<file path="src/rtl/block_dispatcher_pkg.sv">
// Shared definitions for the block dispatcher: data width, FSM encoding and
// the block-count helper used when a kernel is latched.
package block_dispatcher_pkg;

  localparam int DATA_W = 8;

  typedef enum logic [1:0] {
    DISP_IDLE = 2'd0,
    DISP_RUN  = 2'd1,
    DISP_DONE = 2'd2
  } disp_state_e;

  // Ceiling division by a power-of-two block size. The sum is kept in 9 bits
  // so 255 threads do not wrap before the shift.
  function automatic logic [DATA_W-1:0] blocks_for(input logic [DATA_W-1:0] threads,
                                                   input int tpb_log2);
    logic [DATA_W:0] sum;
    sum = {1'b0, threads} + ((9'd1 << tpb_log2) - 9'd1);
    return DATA_W'(sum >> tpb_log2);
  endfunction

endpackage

</file>
<file path="src/rtl/block_dispatcher_if.sv">
// Host/core-facing bundle of the block dispatcher. slave = dispatcher side,
// master = host, dcr and compute cores.
interface block_dispatcher_if #(
    parameter int NUM_CORES         = 2,
    parameter int THREADS_PER_BLOCK = 4
);
    import block_dispatcher_pkg::*;

    localparam int TCW = $clog2(THREADS_PER_BLOCK) + 1;

    // Handshake: start is a level request sampled in IDLE. core_start[i] high
    // means a block is in flight on core i; core_done[i] is only honoured while
    // core_start[i] is high and completes that block on the sampling edge.
    logic                        start;
    logic [DATA_W-1:0]           thread_count;
    logic [NUM_CORES-1:0]        core_done;
    logic [NUM_CORES-1:0]        core_start;
    logic [NUM_CORES-1:0]        core_reset;
    logic [NUM_CORES*DATA_W-1:0] core_block_id;
    logic [NUM_CORES*TCW-1:0]    core_thread_count;
    logic                        done;
    disp_state_e                 dbg_state;

    modport slave (
        input  start, thread_count, core_done,
        output core_start, core_reset, core_block_id, core_thread_count, done, dbg_state
    );

    modport master (
        output start, thread_count, core_done,
        input  core_start, core_reset, core_block_id, core_thread_count, done, dbg_state
    );

endinterface

</file>
<file path="src/rtl/block_dispatcher_picker.sv">
// Combinational priority picker: reports whether any core is idle and the
// lowest index among the idle ones.
module idle_core_picker #(
    parameter int NUM_CORES = 2,
    parameter int IW        = 1
) (
    input  logic [NUM_CORES-1:0] mask,
    output logic                 valid,
    output logic [IW-1:0]        idx
);

    always_comb begin
        valid = 1'b0;
        idx   = '0;
        // Scan downwards so the lowest set bit is the last one written.
        for (int i = NUM_CORES - 1; i >= 0; i--) begin
            if (mask[i]) begin
                valid = 1'b1;
                idx   = IW'(i);
            end
        end
    end

endmodule

</file>
<file path="src/rtl/block_dispatcher.sv">
// Splits a kernel of thread_count threads into fixed-size blocks, hands them to
// idle cores one per cycle and raises done once every block has completed.
module block_dispatcher
    import block_dispatcher_pkg::*;
#(
    parameter int NUM_CORES         = 2,
    parameter int THREADS_PER_BLOCK = 4
) (
    input  logic               clk,
    input  logic               reset,
    block_dispatcher_if.slave  bus
);

    localparam int TCW      = $clog2(THREADS_PER_BLOCK) + 1;
    localparam int TPB_LOG2 = $clog2(THREADS_PER_BLOCK);
    localparam int IW       = (NUM_CORES > 1) ? $clog2(NUM_CORES) : 1;
    localparam logic [TCW-1:0] FULL_TC = TCW'(THREADS_PER_BLOCK);

    disp_state_e                 state_q, state_d;
    logic [DATA_W-1:0]           total_q, total_d;
    logic [DATA_W-1:0]           count_q, count_d;
    logic [DATA_W-1:0]           dispatched_q, dispatched_d;
    logic [DATA_W-1:0]           completed_q, completed_d;
    logic [NUM_CORES-1:0]        core_start_q, core_start_d;
    logic [NUM_CORES-1:0]        core_reset_q, core_reset_d;
    logic [NUM_CORES*DATA_W-1:0] block_id_q, block_id_d;
    logic [NUM_CORES*TCW-1:0]    tc_q, tc_d;
    logic                        done_q, done_d;

    logic                        pick_valid;
    logic [IW-1:0]               pick_idx;

    logic [NUM_CORES-1:0]        comp;
    logic [DATA_W-1:0]           n_comp;
    logic [DATA_W-1:0]           new_total;
    logic [15:0]                 last_base;
    logic [TCW-1:0]              last_tc;
    int                          sel;

    idle_core_picker #(
        .NUM_CORES (NUM_CORES),
        .IW        (IW)
    ) u_picker (
        .mask  (core_reset_q),
        .valid (pick_valid),
        .idx   (pick_idx)
    );

    always_comb begin
        state_d      = state_q;
        total_d      = total_q;
        count_d      = count_q;
        dispatched_d = dispatched_q;
        completed_d  = completed_q;
        core_start_d = core_start_q;
        core_reset_d = core_reset_q;
        block_id_d   = block_id_q;
        tc_d         = tc_q;
        done_d       = done_q;

        comp   = core_start_q & bus.core_done;
        n_comp = '0;
        for (int i = 0; i < NUM_CORES; i++) begin
            n_comp = n_comp + DATA_W'(comp[i]);
        end

        new_total = blocks_for(bus.thread_count, TPB_LOG2);
        // Threads already covered by the full blocks ahead of the final one.
        last_base = 16'(total_q - 8'd1) << TPB_LOG2;
        last_tc   = TCW'(count_q - last_base[DATA_W-1:0]);
        sel       = int'(pick_idx);

        case (state_q)
            DISP_IDLE: begin
                if (bus.start) begin
                    total_d      = new_total;
                    count_d      = bus.thread_count;
                    dispatched_d = '0;
                    completed_d  = '0;
                    if (new_total == '0) begin
                        state_d = DISP_DONE;
                        done_d  = 1'b1;
                    end else begin
                        state_d = DISP_RUN;
                    end
                end
            end

            DISP_RUN: begin
                for (int i = 0; i < NUM_CORES; i++) begin
                    if (comp[i]) begin
                        core_start_d[i] = 1'b0;
                        core_reset_d[i] = 1'b1;
                    end
                end
                completed_d = completed_q + n_comp;

                // The picker sees registered core_reset, so a core freed on this
                // edge is only eligible from the next one.
                if (pick_valid && (dispatched_q < total_q)) begin
                    core_reset_d[sel]                  = 1'b0;
                    core_start_d[sel]                  = 1'b1;
                    block_id_d[sel*DATA_W +: DATA_W]   = dispatched_q;
                    tc_d[sel*TCW +: TCW]               = (dispatched_q == total_q - 8'd1)
                                                         ? last_tc : FULL_TC;
                    dispatched_d                       = dispatched_q + 8'd1;
                end

                if (completed_d == total_q) begin
                    state_d      = DISP_DONE;
                    done_d       = 1'b1;
                    core_reset_d = '1;
                    core_start_d = '0;
                end
            end

            DISP_DONE: begin
                core_reset_d = '1;
                core_start_d = '0;
                if (!bus.start) begin
                    state_d = DISP_IDLE;
                    done_d  = 1'b0;
                end
            end

            default: begin
                state_d = DISP_IDLE;
                done_d  = 1'b0;
            end
        endcase
    end

    always_ff @(posedge clk or posedge reset) begin
        if (reset) begin
            state_q      <= DISP_IDLE;
            total_q      <= '0;
            count_q      <= '0;
            dispatched_q <= '0;
            completed_q  <= '0;
            core_start_q <= '0;
            core_reset_q <= '1;
            block_id_q   <= '0;
            tc_q         <= '0;
            done_q       <= 1'b0;
        end else begin
            state_q      <= state_d;
            total_q      <= total_d;
            count_q      <= count_d;
            dispatched_q <= dispatched_d;
            completed_q  <= completed_d;
            core_start_q <= core_start_d;
            core_reset_q <= core_reset_d;
            block_id_q   <= block_id_d;
            tc_q         <= tc_d;
            done_q       <= done_d;
        end
    end

    assign bus.core_start        = core_start_q;
    assign bus.core_reset        = core_reset_q;
    assign bus.core_block_id     = block_id_q;
    assign bus.core_thread_count = tc_q;
    assign bus.done              = done_q;
    assign bus.dbg_state         = state_q;

endmodule

</file>
<file path="src/flat_wrapper.sv">
// flat-port wrapper written by rule: the top's interface ports become plain ports
module block_dispatcher_flat import block_dispatcher_pkg::*;
#(
    parameter int NUM_CORES         = 2,
    parameter int THREADS_PER_BLOCK = 4
)
  (clk, reset, bus_start, bus_thread_count, bus_core_done, bus_core_start, bus_core_reset, bus_core_block_id, bus_core_thread_count, bus_done, bus_dbg_state);
  block_dispatcher_if #(.NUM_CORES(NUM_CORES), .THREADS_PER_BLOCK(THREADS_PER_BLOCK)) bus_i ();
  input  logic clk;
  input  logic reset;
  input wire logic [$bits(bus_i.start)-1:0] bus_start;
  input wire logic [$bits(bus_i.thread_count)-1:0] bus_thread_count;
  input wire logic [$bits(bus_i.core_done)-1:0] bus_core_done;
  output wire logic [$bits(bus_i.core_start)-1:0] bus_core_start;
  output wire logic [$bits(bus_i.core_reset)-1:0] bus_core_reset;
  output wire logic [$bits(bus_i.core_block_id)-1:0] bus_core_block_id;
  output wire logic [$bits(bus_i.core_thread_count)-1:0] bus_core_thread_count;
  output wire logic [$bits(bus_i.done)-1:0] bus_done;
  output wire logic [$bits(bus_i.dbg_state)-1:0] bus_dbg_state;
  assign bus_i.start = bus_start;
  assign bus_i.thread_count = bus_thread_count;
  assign bus_i.core_done = bus_core_done;
  assign bus_core_start = bus_i.core_start;
  assign bus_core_reset = bus_i.core_reset;
  assign bus_core_block_id = bus_i.core_block_id;
  assign bus_core_thread_count = bus_i.core_thread_count;
  assign bus_done = bus_i.done;
  assign bus_dbg_state = bus_i.dbg_state;
  block_dispatcher #(.NUM_CORES(NUM_CORES), .THREADS_PER_BLOCK(THREADS_PER_BLOCK)) u_core (.clk(clk), .reset(reset), .bus(bus_i));
endmodule
</file>
<file path="config.mk">
export PLATFORM = sky130hd
export DESIGN_NAME = block_dispatcher_flat
export DESIGN_NICKNAME = d
export VERILOG_FILES = /design/src/rtl/block_dispatcher_pkg.sv /design/src/rtl/block_dispatcher_if.sv /design/src/rtl/block_dispatcher_picker.sv /design/src/rtl/block_dispatcher.sv /design/src/flat_wrapper.sv
export SDC_FILE = /design/constraint.sdc
export NUM_CORES = 1
export LEC_CHECK = 0
export CAP_MARGIN = 40
export CORE_MARGIN = 2
export CORE_UTILIZATION = 55
export CTS_CLUSTER_SIZE = 28
export DETAILED_ROUTE_END_ITERATION = 10
export DONT_BUFFER_PORTS = 1
export MAX_ROUTING_LAYER = met4
export PLACE_DENSITY = 0.7
export SYNTH_ARGS = -nofsm -noshare
export SYNTH_HDL_FRONTEND = slang
export SYNTH_SLANG_ARGS = --single-unit
export TNS_END_PERCENT = 100
</file>
<file path="constraint.sdc">
create_clock -name clk -period 3.4 [get_ports clk]
set_clock_uncertainty 0.1 [all_clocks]
set_input_delay 0.17 -clock clk [delete_from_list [all_inputs] [get_ports clk]]
set_output_delay 0.17 -clock clk [all_outputs]
set_load 0.01 [all_outputs]
</file>
Word level (Yosys, flattened, before mapping)
Index checks and enable logic that the tools add are counted.
{"block": "word_totals", "ff_bits": 55, "input_bits": 13, "output_inout_bits": 29, "wordCells": 88}
{"block": "classes", "add_sub_neg": 9, "mul": 1, "order_cmp": 3, "n_eq_ne": 9, "shift": 4, "mux": 36, "n_bitwise": 4, "reduce_logical": 12}
{"op": "negator 32 -> 33 bit", "n": 1}
{"op": "negator 4 -> 33 bit", "n": 1}
{"op": "variable shift 3 x 33 -> 6 bit (first input constant)", "n": 1}
{"op": "variable shift 8 x 33 -> 16 bit (first input constant)", "n": 1}
{"op": "variable part select 3 x 33 -> 6 bit", "n": 1}
{"op": "variable part select 8 x 33 -> 16 bit", "n": 1}
{"op": "case mux 8 bit (2 select lines)", "n": 2}
{"op": "bitwise mux 16 bit", "n": 1}
{"op": "2-to-1 mux 1 bit", "n": 16}
{"op": "2-to-1 mux 2 bit", "n": 8}
{"op": "2-to-1 mux 8 bit", "n": 2}
{"op": "adder 8 x 2 -> 9 bit (second input constant)", "n": 1}
{"op": "adder 8 x 1 -> 8 bit (second input constant)", "n": 1}
{"op": "adder 8 bit", "n": 1}
{"op": "equality test 8 x 7 -> 1 bit", "n": 1}
{"op": "equality test 8 bit", "n": 1}
{"op": "logical NOT 8 bit", "n": 1}
{"op": "less-than comparator 8 x 7 -> 1 bit", "n": 1}
{"op": "case mux 2 bit (2 select lines)", "n": 2}
{"op": "subtractor 7 x 1 -> 8 bit (second input constant)", "n": 1}
{"op": "bitwise mux 6 bit", "n": 1}
{"op": "!= test 2 x 1 -> 1 bit (second input constant)", "n": 3}
{"op": "case mux 2 bit (3 select lines)", "n": 1}
{"op": "AND reduction 2 bit", "n": 3}
{"op": "20 further kinds", "n": 25}

Logic depth before layout (Yosys ltp)
Gate-level depths: netlist of run 1.
{"block": "depth", "word_depth": 11, "ltp_mapped": 11, "ltp_nobuf": 11}

Modules after synthesis
Synthesis of run 1 repeated with hierarchy kept, for this count alone.
{"block": "unflattened", "hier_cells": 320, "hier_area_um2": 3176.8}
{"module": "block_dispatcher", "n_inst": 1, "cells_per_inst": 318, "area_each_um2": 3161.8, "seq_area_each_um2": 1378.8}
{"module": "idle_core_picker", "n_inst": 1, "cells_per_inst": 2, "area_each_um2": 15.0, "seq_area_each_um2": 0.0}

Worst setup path before layout of run 1
No wires, ideal clock.
{"block": "synth_path", "kind": "register to register", "start": "register u_core.core_start_q[0] (netlist: u_core.bus.core_start[0])", "end": "register u_core.state_q[0] (netlist: u_core.bus.dbg_state[0])", "t_arrival_ns": 2.657, "setup_slack_ns": 0.564, "path_stages_with_launch": 12, "path_buffers": 0, "path_cell_list": "dfrtp_1 and2_1 ha_1 ha_1 inv_1 fa_1 and3b_1 a21oi_1 o221a_2 o211a_1 o21ai_1 mux2i_1"}
{"block": "synth_between", "elab_chain_cells": 6}
{"element": "from (decl)", "line": "block_dispatcher.sv:24", "rtl": "logic [NUM_CORES-1:0] core_start_q, core_start_d;"}
{"element": "from (signal assigned)", "line": "block_dispatcher.sv:151", "rtl": "core_start_q <= core_start_d;"}
{"element": "bitwise AND 2 bit", "line": "block_dispatcher.sv:61", "rtl": "comp = core_start_q & bus.core_done;"}
{"element": "adder 1 x 1 -> 2 bit", "line": "block_dispatcher.sv:64", "rtl": "n_comp = n_comp + DATA_W'(comp[i]);"}
{"element": "adder 8 bit", "line": "block_dispatcher.sv:96", "rtl": "completed_d = completed_q + n_comp;"}
{"element": "equality test 8 x 7 -> 1 bit", "line": "block_dispatcher.sv:109", "rtl": "if (completed_d == total_q) begin"}
{"element": "!= test 2 x 1 -> 1 bit (no source line)"}
{"element": "AND reduction 3 bit (no source line)"}
{"element": "to (signal assigned)", "line": "block_dispatcher.sv:146", "rtl": "state_q <= state_d;"}
{"element": "to (decl)", "line": "block_dispatcher.sv:19", "rtl": "disp_state_e state_q, state_d;"}
Every way passes these cells.
A chain may end at the register's enable or synchronous reset.

Worst setup path in the final report of run 1
{"block": "layout_path", "start": "register u_core.core_start_q[1] (netlist: u_core.bus.core_start[1])", "end": "register u_core.state_q[0] (netlist: u_core.bus.dbg_state[0])"}
The elaborated chain is that of the path after synthesis.

==> results of run 1 <==
## cell type report
cell class                      count  share of cell area
Clock buffer                        5             0.01881
Clock inverter                      3            0.006498
Inverter                           22             0.02257
Multi-Input combinational cell    262              0.5038
Sequential cell                    55              0.3769
Tap cell                           75             0.02565
Timing Repair Buffer               19             0.04583
## cells in the final DEF (no fill, tap or decap), types with 4 or more instances in the layout
cell | Yosys | layout
o2bb2ai_1 | 4 | 4
a21oi_1 | 17 | 17
nand3_1 | 8 | 8
o31ai_1 | 6 | 6
o21ai_0 | 18 | 18
a211oi_1 | 5 | 5
nor3_1 | 10 | 10
ha_1 | 15 | 15
dfrtp_1 | 53 | 53
nor2_1 | 16 | 16
nand4_1 | 6 | 6
nor2b_1 | 7 | 7
clkbuf_8 | 0 | 5
buf_4 | 0 | 9
a21o_1 | 4 | 4
o21a_1 | 5 | 5
and2_1 | 9 | 9
mux2i_1 | 5 | 5
mux2_2 | 17 | 17
inv_1 | 22 | 21
xnor2_1 | 6 | 6
nand2b_1 | 8 | 8
dlygate4sd3_1 | 0 | 10
xor2_1 | 11 | 11
and3_1 | 6 | 6
nand2_1 | 29 | 29
o221ai_1 | 5 | 5
## routing by layer
layer,track usage,wire [µm],vias to the layer above
met2,0.3766,3555,81
met4,0.05167,59,0
met5,-,0,-
met3,0.04130,424,7
li1,-,-,1299
met1,0.3683,3593,1273
## worst register-to-register path, stage by stage (launching register included)
cell     delay [ns]
dfrtp_1        0.44
and2_1         0.20
ha_1           0.28
ha_1           0.17
inv_1          0.06
fa_1           0.46
and3b_1        0.33
a21oi_1        0.09
o221a_2        0.31
o211a_1        0.13
o21ai_1        0.25
mux2i_1        0.23
## worst paths after layout
kind | from | to | slack (ns) | cells after the start
max in group asynchronous | reset | u_core.bus.core_reset[0] | 2.16 | 3
hold reg to reg | u_core.completed_q[0] | u_core.completed_q[0] | 0.43 | 1
min in group asynchronous | reset | u_core.bus.core_thread_count[4] | 0.21 | 2
setup / recovery | u_core.bus.core_start[1] | u_core.bus.dbg_state[0] | 0.29 | 11
setup reg to reg | u_core.bus.core_start[1] | u_core.bus.dbg_state[0] | 0.29 | 11
hold / removal | bus_thread_count[1] | u_core.total_q[0] | 0.01 | 2
## per-stage QoR
| stage | power, mW | cells | setup slack (ns) | util |
|---|---|---|---|---|
| final | 2.847 | 441 | 0.2879 | 0.6179 |
| after CTS | 2.849 | 441 | 0.3252 | 0.6179 |
| after floorplan | 2.095 | 360 | 0.5636 | - |
| after global placement | 2.419 | 423 | 0.4408 | 0.5854 |
| after detailed placement | 2.457 | 423 | 0.3582 | 0.5854 |
| after global routing | 3.092 | 441 | 0.1268 | 0.6179 |
## cells by family after synthesis
family                     synth area share
xor gates and xnor gates            0.04399
muxes                               0.07135
adders and majority gates           0.06137
DFF                                  0.4074
and+or+nand+nor                      0.1911
AOI/OAI and AO/OA                    0.1767
buffers and inverters               0.04806
## flip-flops by register name (all words and copies together), names as in the netlist
signal	flops
u_core.total_q	7
u_core.bus.core_reset	2
u_core.bus.core_thread_count	6
u_core.dispatched_q	8
u_core.count_q	3
u_core.completed_q	8
u_core.bus.done	1
u_core.bus.core_start	2
u_core.bus.dbg_state	2
u_core.bus.core_block_id	16
## repair_timing
item,in CTS,in global routing
resized for setup,0,0
endpoints found under the hold margin,36,0
hold buffers,10,0
setup buffers,0,0
## report_power, final
group	switching [mW]	leakage (nW)	internal, mW
sequential	0.216	0.721	0.826
clock	0.230	0.0461	0.149
combinational	0.818	0.853	0.608
total	1.26	1.62	1.58
==> impl_metrics.ini, run 1 <==
[clock_network]
clock_latency_ns = 0.32
clk_pin_slew_worst_paths_ns = 0.10
cts_made_buffers = 5
clockRootBuffer = clkbuf_8
h-tree-depth = 2
clockBufferDepth = 2
cts_tree = yes
numClockSinks = 55

[finish]
drive_above_1_share = 0.1230
area_growth_pct = 8.096
nFillCells = 518
multi_input_area_um2 = 1843
stdcell_area_um2 = 3659
diodes = 0
nets = 394
seq_area_um2 = 1379

[synthesis]
ys_async_sr_fraction = 1.000
synth_area_leader_cell = dfrtp_1
synth_edf_count = 0
synthTopCellsByCount = dfrtp_1, nand2_1, inv_1, o21ai_0
syn-instance-count = 360
ys_warn_count = 0
ys_seq_area_frac = 0.4074
synth_flop_cell = dfrtp_1
yosysMostFrequentCell = dfrtp_1
synth.avg_cell_area_um2 = 9.401
ys_ff_latch = 55
netlist_area_um2 = 3384
yosys-top-cells-area = dfrtp_1, mux2_2, ha_1
syn_nets = 389
synth_top_area_share = 0.3919
ys_types = 58

[min_path]
hold_path.class = in -> reg

[floorplan]
fp-row-count = 28
die_x_um = 82.45
core-area_um2 = 5921
die-area_um2 = 6797
ioPinCount = 42
start_util = 0.5716
die_h_um = 82.45

[place]
dp.final_hpwl_um = 5552
io_buffers = 0
gp_congestion = 0.8358
placed_area_um2 = 3466

[timing]
fin_crit_ns = 3.112
rsz0062_at_grt = false
final-max-slew-violation-count = 0
period_share = 0.9153
fin_tns_setup_ns = 0
finalSetupViolCount = 0
max_slew_margin = 0.4153
worst_pin_slew_ns = 0.8739
hold_violations = 0
whs_ns = 0.01074
clock.fmax_mhz = 321.3

[outcome]
outcome = completed

[routing]
wl_per_cell_um = 17.31
ant_nets = 0
wl_um = 7632
first_pass_iters = 5
drc_errors = 0
first_iter_violations = 181
vias = 2660
vias_per_cell = 6.032

[power_and_ir_drop]
cellPowerDensity_nw_per_um2 = 778.2
irDropWorstVdd_v = 0.0004949
p_leak_nw = 1.620

[worst_setup_path]
crit_fanout = 6
path_class = reg -> reg
cpMostUsedCell = ha_1
slowest_stage = fa_1
crit_family = adder cells
worst_ep_arrival_time_ns = 3.25
endpoint_kind = flop
cp-start-kind = flop
worstPathCellList = and2_1 > ha_1 > ha_1 > inv_1 > fa_1 > and3b_1 > a21oi_1 > o221a_2 > o211a_1 > o21ai_1 > mux2i_1
crit_buf_inv = 1
max_stage_delay_ns = 0.46
crit_required_ns = 3.54

[grt]
antenna_found_initial = 0
grt_max_degree = 34
grt_pass1_wl_um = 12610
grt_usage = 0.2533
overflow = 0
grt_pass1_vias = 2540

[flow_run]
cap_viol_max_count = 0
Power figures use the tool's default switching activity.
==> inputs of run 2 (changes only) <==
--- a/config.mk
+++ b/config.mk
@@ -12,7 +12,7 @@
 export DETAILED_ROUTE_END_ITERATION = 10
 export DONT_BUFFER_PORTS = 1
 export MAX_ROUTING_LAYER = met4
-export PLACE_DENSITY = 0.7
+export PLACE_DENSITY = 0.79
 export SYNTH_ARGS = -nofsm -noshare
 export SYNTH_HDL_FRONTEND = slang
 export SYNTH_SLANG_ARGS = --single-unit
==> impl_metrics.ini, run 2 (synthesis results as in run 1) <==
[outcome]
outcome = completed

[finish]
nets = 392
largest_reg_flops = 16
diodes = 0
multi_input_area_um2 = 1843
final_common_cell = dfrtp_1
layout_common_cells = dfrtp_1, nand2_1, inv_1
nFillCells = 469
seq_area_um2 = 1379
area_growth_pct = 8.133
drive_above_1_share = 0.1181

[place]
dp.final_hpwl_um = 5360
io_buffers = 0
gp_congestion = 0.8797

[grt]
grt_pass1_vias = 2544
grt_max_degree = 39
antenna_found_initial = 0
grt_pass1_wl_um = 12320
overflow = 0
grt_usage = 0.2441

[clock_network]
clock_latency_ns = 0.31
clockBufferDepth = 2
h-tree-depth = 2
numClockSinks = 55
cts_setup_buffers = 0
cts_made_buffers = 5
clockRootBuffer = clkbuf_8
cts_tree = yes
clk_pin_slew_worst_paths_ns = 0.09

[routing]
wl_um = 7413
vias_per_cell = 6.112
drc_errors = 0
ant_nets = 0
wl_per_cell_um = 16.89
first_pass_iters = 5
vias = 2683
first_iter_violations = 220

[floorplan]
core-area_um2 = 5921
start_util = 0.5716
fp-row-count = 28
die-area_um2 = 6797
die_h_um = 82.45
ioPinCount = 42
die_x_um = 82.45

[power_and_ir_drop]
p_leak_nw = 1.620
power_mw = 2.835
cellPowerDensity_nw_per_um2 = 774.7
irDropWorstVdd_v = 0.0004969

[min_path]
hold_depth = 2
hold_start = bus_thread_count[2]
hold_path.class = in -> reg
whs_endpoint = u_core.total_q[0]

[worst_setup_path]
worstPathCellList = and2_1 > ha_1 > ha_1 > inv_1 > fa_1 > and3b_1 > a21oi_1 > o221a_2 > o211a_1 > o21ai_0 > a21o_1
path_class = reg -> reg
worst_ep_arrival_time_ns = 3.22
crit_family = compound AO/OA/AOI/OAI gates
cpMostUsedCell = ha_1
crit_required_ns = 3.55
crit_cells = 11
slowest_stage = fa_1
reg2reg_from = u_core.bus.core_start[0]
cp-start-kind = flop
worst_r2r_path_depth = 11
r2r_end = u_core.bus.core_start[0]
regToRegSetupSlack_ns = 0.34
crit_fanout = 6
crit_buf_inv = 1
max_stage_delay_ns = 0.46
endpoint_kind = flop

[timing]
fin_crit_ns = 3.063
worst_pin_slew_ns = 0.8508
finalSetupViolCount = 0
rsz0062_at_grt = false
fin_tns_setup_ns = 0
max_slew_margin = 0.4307
final-max-slew-violation-count = 0
period_share = 0.9009
clock.fmax_mhz = 326.5
hold_violations = 0

[flow_run]
cap_viol_max_count = 0
-- run 2: worst max path at each step --
stage	start	endpoint	slack, ns
2_1_floorplan	u_core.bus.core_start[0]	u_core.bus.dbg_state[0]	0.56
6_report	u_core.bus.core_start[0]	u_core.bus.core_start[0]	0.34
5_1_grt	u_core.bus.core_start[0]	u_core.bus.dbg_state[0]	0.12
4_1_cts	u_core.bus.core_start[0]	u_core.bus.core_start[0]	0.35
3_3_place_gp	u_core.bus.core_start[0]	u_core.bus.core_start[1]	0.45
3_5_place_dp	u_core.bus.core_start[0]	u_core.bus.core_start[0]	0.39
-- run 2: repair_timing --
item / 4_1_cts / 5_1_grt
gates resized for setup: 0 / 0
endpoints found under the hold margin: 56 / 0
hold buffers: 10 / 0
-- run 2: routing by layer --
layer / routed length [µm] / vias up / part of all wire / track usage
li1: - / 1299 / - / -
met1: 3366 / 1298 / 0.45 / 0.3449
met2: 3582 / 77 / 0.48 / 0.3726
met3: 387 / 9 / 0.052 / 0.04022
met4: 77 / 0 / 0.010 / 0.05333
met5: 0 / - / 0 / -
-- run 2: layout make-up --
type                       instances  area share
multi-input combinational        262      0.5036
inverter                          22     0.02256
clock buffer                       6     0.02256
clock inverter                     2    0.003761
timing repair buffer              17     0.04513
tap                               75     0.02564
sequential                        55      0.3768
-- run 2: metrics by stage --
step           instance area (µm²)  hold WS [ns]  std cells  worst slack, ns    util
5_1_grt                       3660       0.02088        439           0.1186  0.6181
6_report                      3660       0.02030        439           0.3371  0.6181
3_3_place_gp                  3443        0.2029        420           0.4458  0.5816
3_5_place_dp                  3463       -0.1304        421           0.3864  0.5850
2_1_floorplan                 3385        0.2171        360           0.5636       -
4_1_cts                       3660       0.02160        439           0.3507  0.6181
-- run 2: worst register-to-register path: stages (launching register included) --
cell and delay (ns):
dfrtp_1 0.44, and2_1 0.19, ha_1 0.28, ha_1 0.18, inv_1 0.06, fa_1 0.46
and3b_1 0.34, a21oi_1 0.09, o221a_2 0.30, o211a_1 0.27, o21ai_0 0.17, a21o_1 0.13
-- run 2: where the power goes --
| group | switching [mW] | internal [mW] |
|---|---|---|
| Sequential | 0.257 | 0.825 |
| Clock | 0.217 | 0.167 |
| Combinational | 0.775 | 0.594 |
| Total | 1.25 | 1.59 |
==> inputs of run 3 (changes only) <==
--- a/config.mk
+++ b/config.mk
@@ -6,13 +6,13 @@
 export NUM_CORES = 1
 export LEC_CHECK = 0
 export CAP_MARGIN = 40
-export CORE_MARGIN = 2
 export CORE_UTILIZATION = 55
 export CTS_CLUSTER_SIZE = 28
 export DETAILED_ROUTE_END_ITERATION = 10
 export DONT_BUFFER_PORTS = 1
 export MAX_ROUTING_LAYER = met4
 export PLACE_DENSITY = 0.79
+export REMOVE_ABC_BUFFERS = 1
 export SYNTH_ARGS = -nofsm -noshare
 export SYNTH_HDL_FRONTEND = slang
 export SYNTH_SLANG_ARGS = --single-unit
==> impl_metrics.ini, run 3 (synthesis results as in run 1) <==
[floorplan]
die_x_um = 80.45
die-area_um2 = 6471
core-area_um2 = 5921
die_h_um = 80.45
ioPinCount = 42
fp-row-count = 28
start_util = 0.5716

[finish]
layout_common_cells = dfrtp_1, nand2_1, inv_1
seq_area_um2 = 1379
area_growth_pct = 7.690
nFillCells = 475
diodes = 0
multi_input_area_um2 = 1843
drive_above_1_share = 0.1129
instances_no_fill = 438
nets = 391
largest_reg_flops = 16
final_common_cell = dfrtp_1

[timing]
hold_violations = 0
fin_tns_setup_ns = 0
period_share = 0.9093
rsz0062_at_grt = false
final-max-slew-violation-count = 0
worst_pin_slew_ns = 0.8806
fin_crit_ns = 3.092
max_slew_margin = 0.4108
clock.fmax_mhz = 323.5
finalSetupViolCount = 0

[clock_network]
clockBufferDepth = 2
clock_latency_ns = 0.31
cts_resized = 0
clockRootBuffer = clkbuf_8
h-tree-depth = 2
cts_tree = yes
cts_made_buffers = 5
numClockSinks = 55
clk_pin_slew_worst_paths_ns = 0.10

[power_and_ir_drop]
p_leak_nw = 1.605
cellPowerDensity_nw_per_um2 = 771.2
irDropWorstVdd_v = 0.0005389

[flow_run]
cap_viol_max_count = 0

[routing]
drc_errors = 0
wl_per_cell_um = 16.97
wl_um = 7432
vias = 2725
ant_nets = 0
first_pass_iters = 4
vias_per_cell = 6.221
first_iter_violations = 160

[worst_setup_path]
slowest_stage = fa_1
reg2reg_from = u_core.bus.core_start[0]
r2r_end = u_core.bus.dbg_state[0]
worst_r2r_path_depth = 11
cpMostUsedCell = ha_1
worst_ep_arrival_time_ns = 3.23
path_class = reg -> reg
crit_fanout = 6
endpoint_kind = flop
max_stage_delay_ns = 0.46
worstPathCellList = and2_1 > ha_1 > ha_1 > inv_1 > fa_1 > and3b_1 > a21oi_1 > o221a_2 > o211a_1 > o21ai_1 > mux2i_1
regToRegSetupSlack_ns = 0.31
cp-start-kind = flop
crit_required_ns = 3.54

[grt]
overflow = 0
grt_usage = 0.2645
grt_max_degree = 31
antenna_found_initial = 0
grt_pass1_wl_um = 12590
grt_pass1_vias = 2655

[place]
io_buffers = 0
gp_congestion = 0.9417
dp.final_hpwl_um = 5425
place_inst = 420

[min_path]
hold_path.class = in -> reg
hold_depth = 2
hold_start = bus_thread_count[1]
whs_endpoint = u_core.total_q[0]

[outcome]
outcome = completed
-- run 3: cell types whose count changed in the layout (fill, tap and decap cells not counted), sizes merged --
cell      before  now
clkinv         1    0
clkinvlp       0    1
buf            7    6
-- run 3: final cells by class --
| cell class | count | share of cell area |
|---|---|---|
| Clock inverter | 2 | 0.004463 |
| Sequential cell | 55 | 0.3783 |
| Tap cell | 75 | 0.02575 |
| Timing Repair Buffer | 16 | 0.04325 |
| Multi-Input combinational cell | 262 | 0.5057 |
| Inverter | 22 | 0.02266 |
| Clock buffer | 6 | 0.01991 |
-- run 3: where the power goes --
part / switching [mW] / internal, mW / leakage [nW]
Sequential: 0.244 / 0.826 / 0.721
Clock: 0.223 / 0.149 / 0.0418
Combinational: 0.775 / 0.595 / 0.842
-- run 3: worst max path at each step --
stage	start	end	slack [ns]	cells after the start
2_1_floorplan	u_core.bus.core_start[0]	u_core.bus.dbg_state[0]	0.56	11
3_5_place_dp	u_core.bus.core_start[1]	u_core.bus.dbg_state[0]	0.36	11
5_1_grt	u_core.bus.core_start[1]	u_core.bus.dbg_state[0]	0.14	11
6_report	u_core.bus.core_start[0]	u_core.bus.dbg_state[0]	0.31	11
4_1_cts	u_core.bus.core_start[0]	u_core.bus.dbg_state[0]	0.32	11
3_3_place_gp	u_core.bus.core_start[0]	u_core.bus.dbg_state[0]	0.44	11
-- run 3: worst max-delay path: cells and delay by family, from the launching register on --
kind            cells  cell delay (ns)
compound gates      4             0.74
fa+ha+maj           3             0.91
buf+inv             1             0.06
flops               1             0.44
mux                 1             0.22
simple gates        2             0.55
-- run 3: metal layers --
layer	global-route usage	part of all wire	vias to the layer above	routed length [µm]
li1	-	-	1293	-
met1	0.3506	0.45	1345	3381
met2	0.4119	0.48	76	3539
met3	0.04545	0.050	11	375
met4	0.08750	0.018	0	135
met5	-	0	-	0
-- run 3: timing repair --
| item | 4_1_cts | 5_1_grt |
|---|---|---|
| buffers inserted | 0 | 0 |
| endpoints found under the hold margin | 40 | 0 |
| hold buffers | 10 | 0 |
-- run 3: per-stage QoR --
stage	cell area [µm²]	util	setup slack (ns)	power [mW]	hold slack, ns
global route	3645	0.6156	0.1439	3.040	0.02116
floorplan	3304	-	0.5636	2.054	0.2171
finish	3645	0.6156	0.3084	2.811	0.01863
CTS	3645	0.6156	0.3224	2.814	0.01382
global placement	3436	0.5803	0.4357	2.372	0.2226
detailed placement	3456	0.5837	0.3592	2.424	0.03567
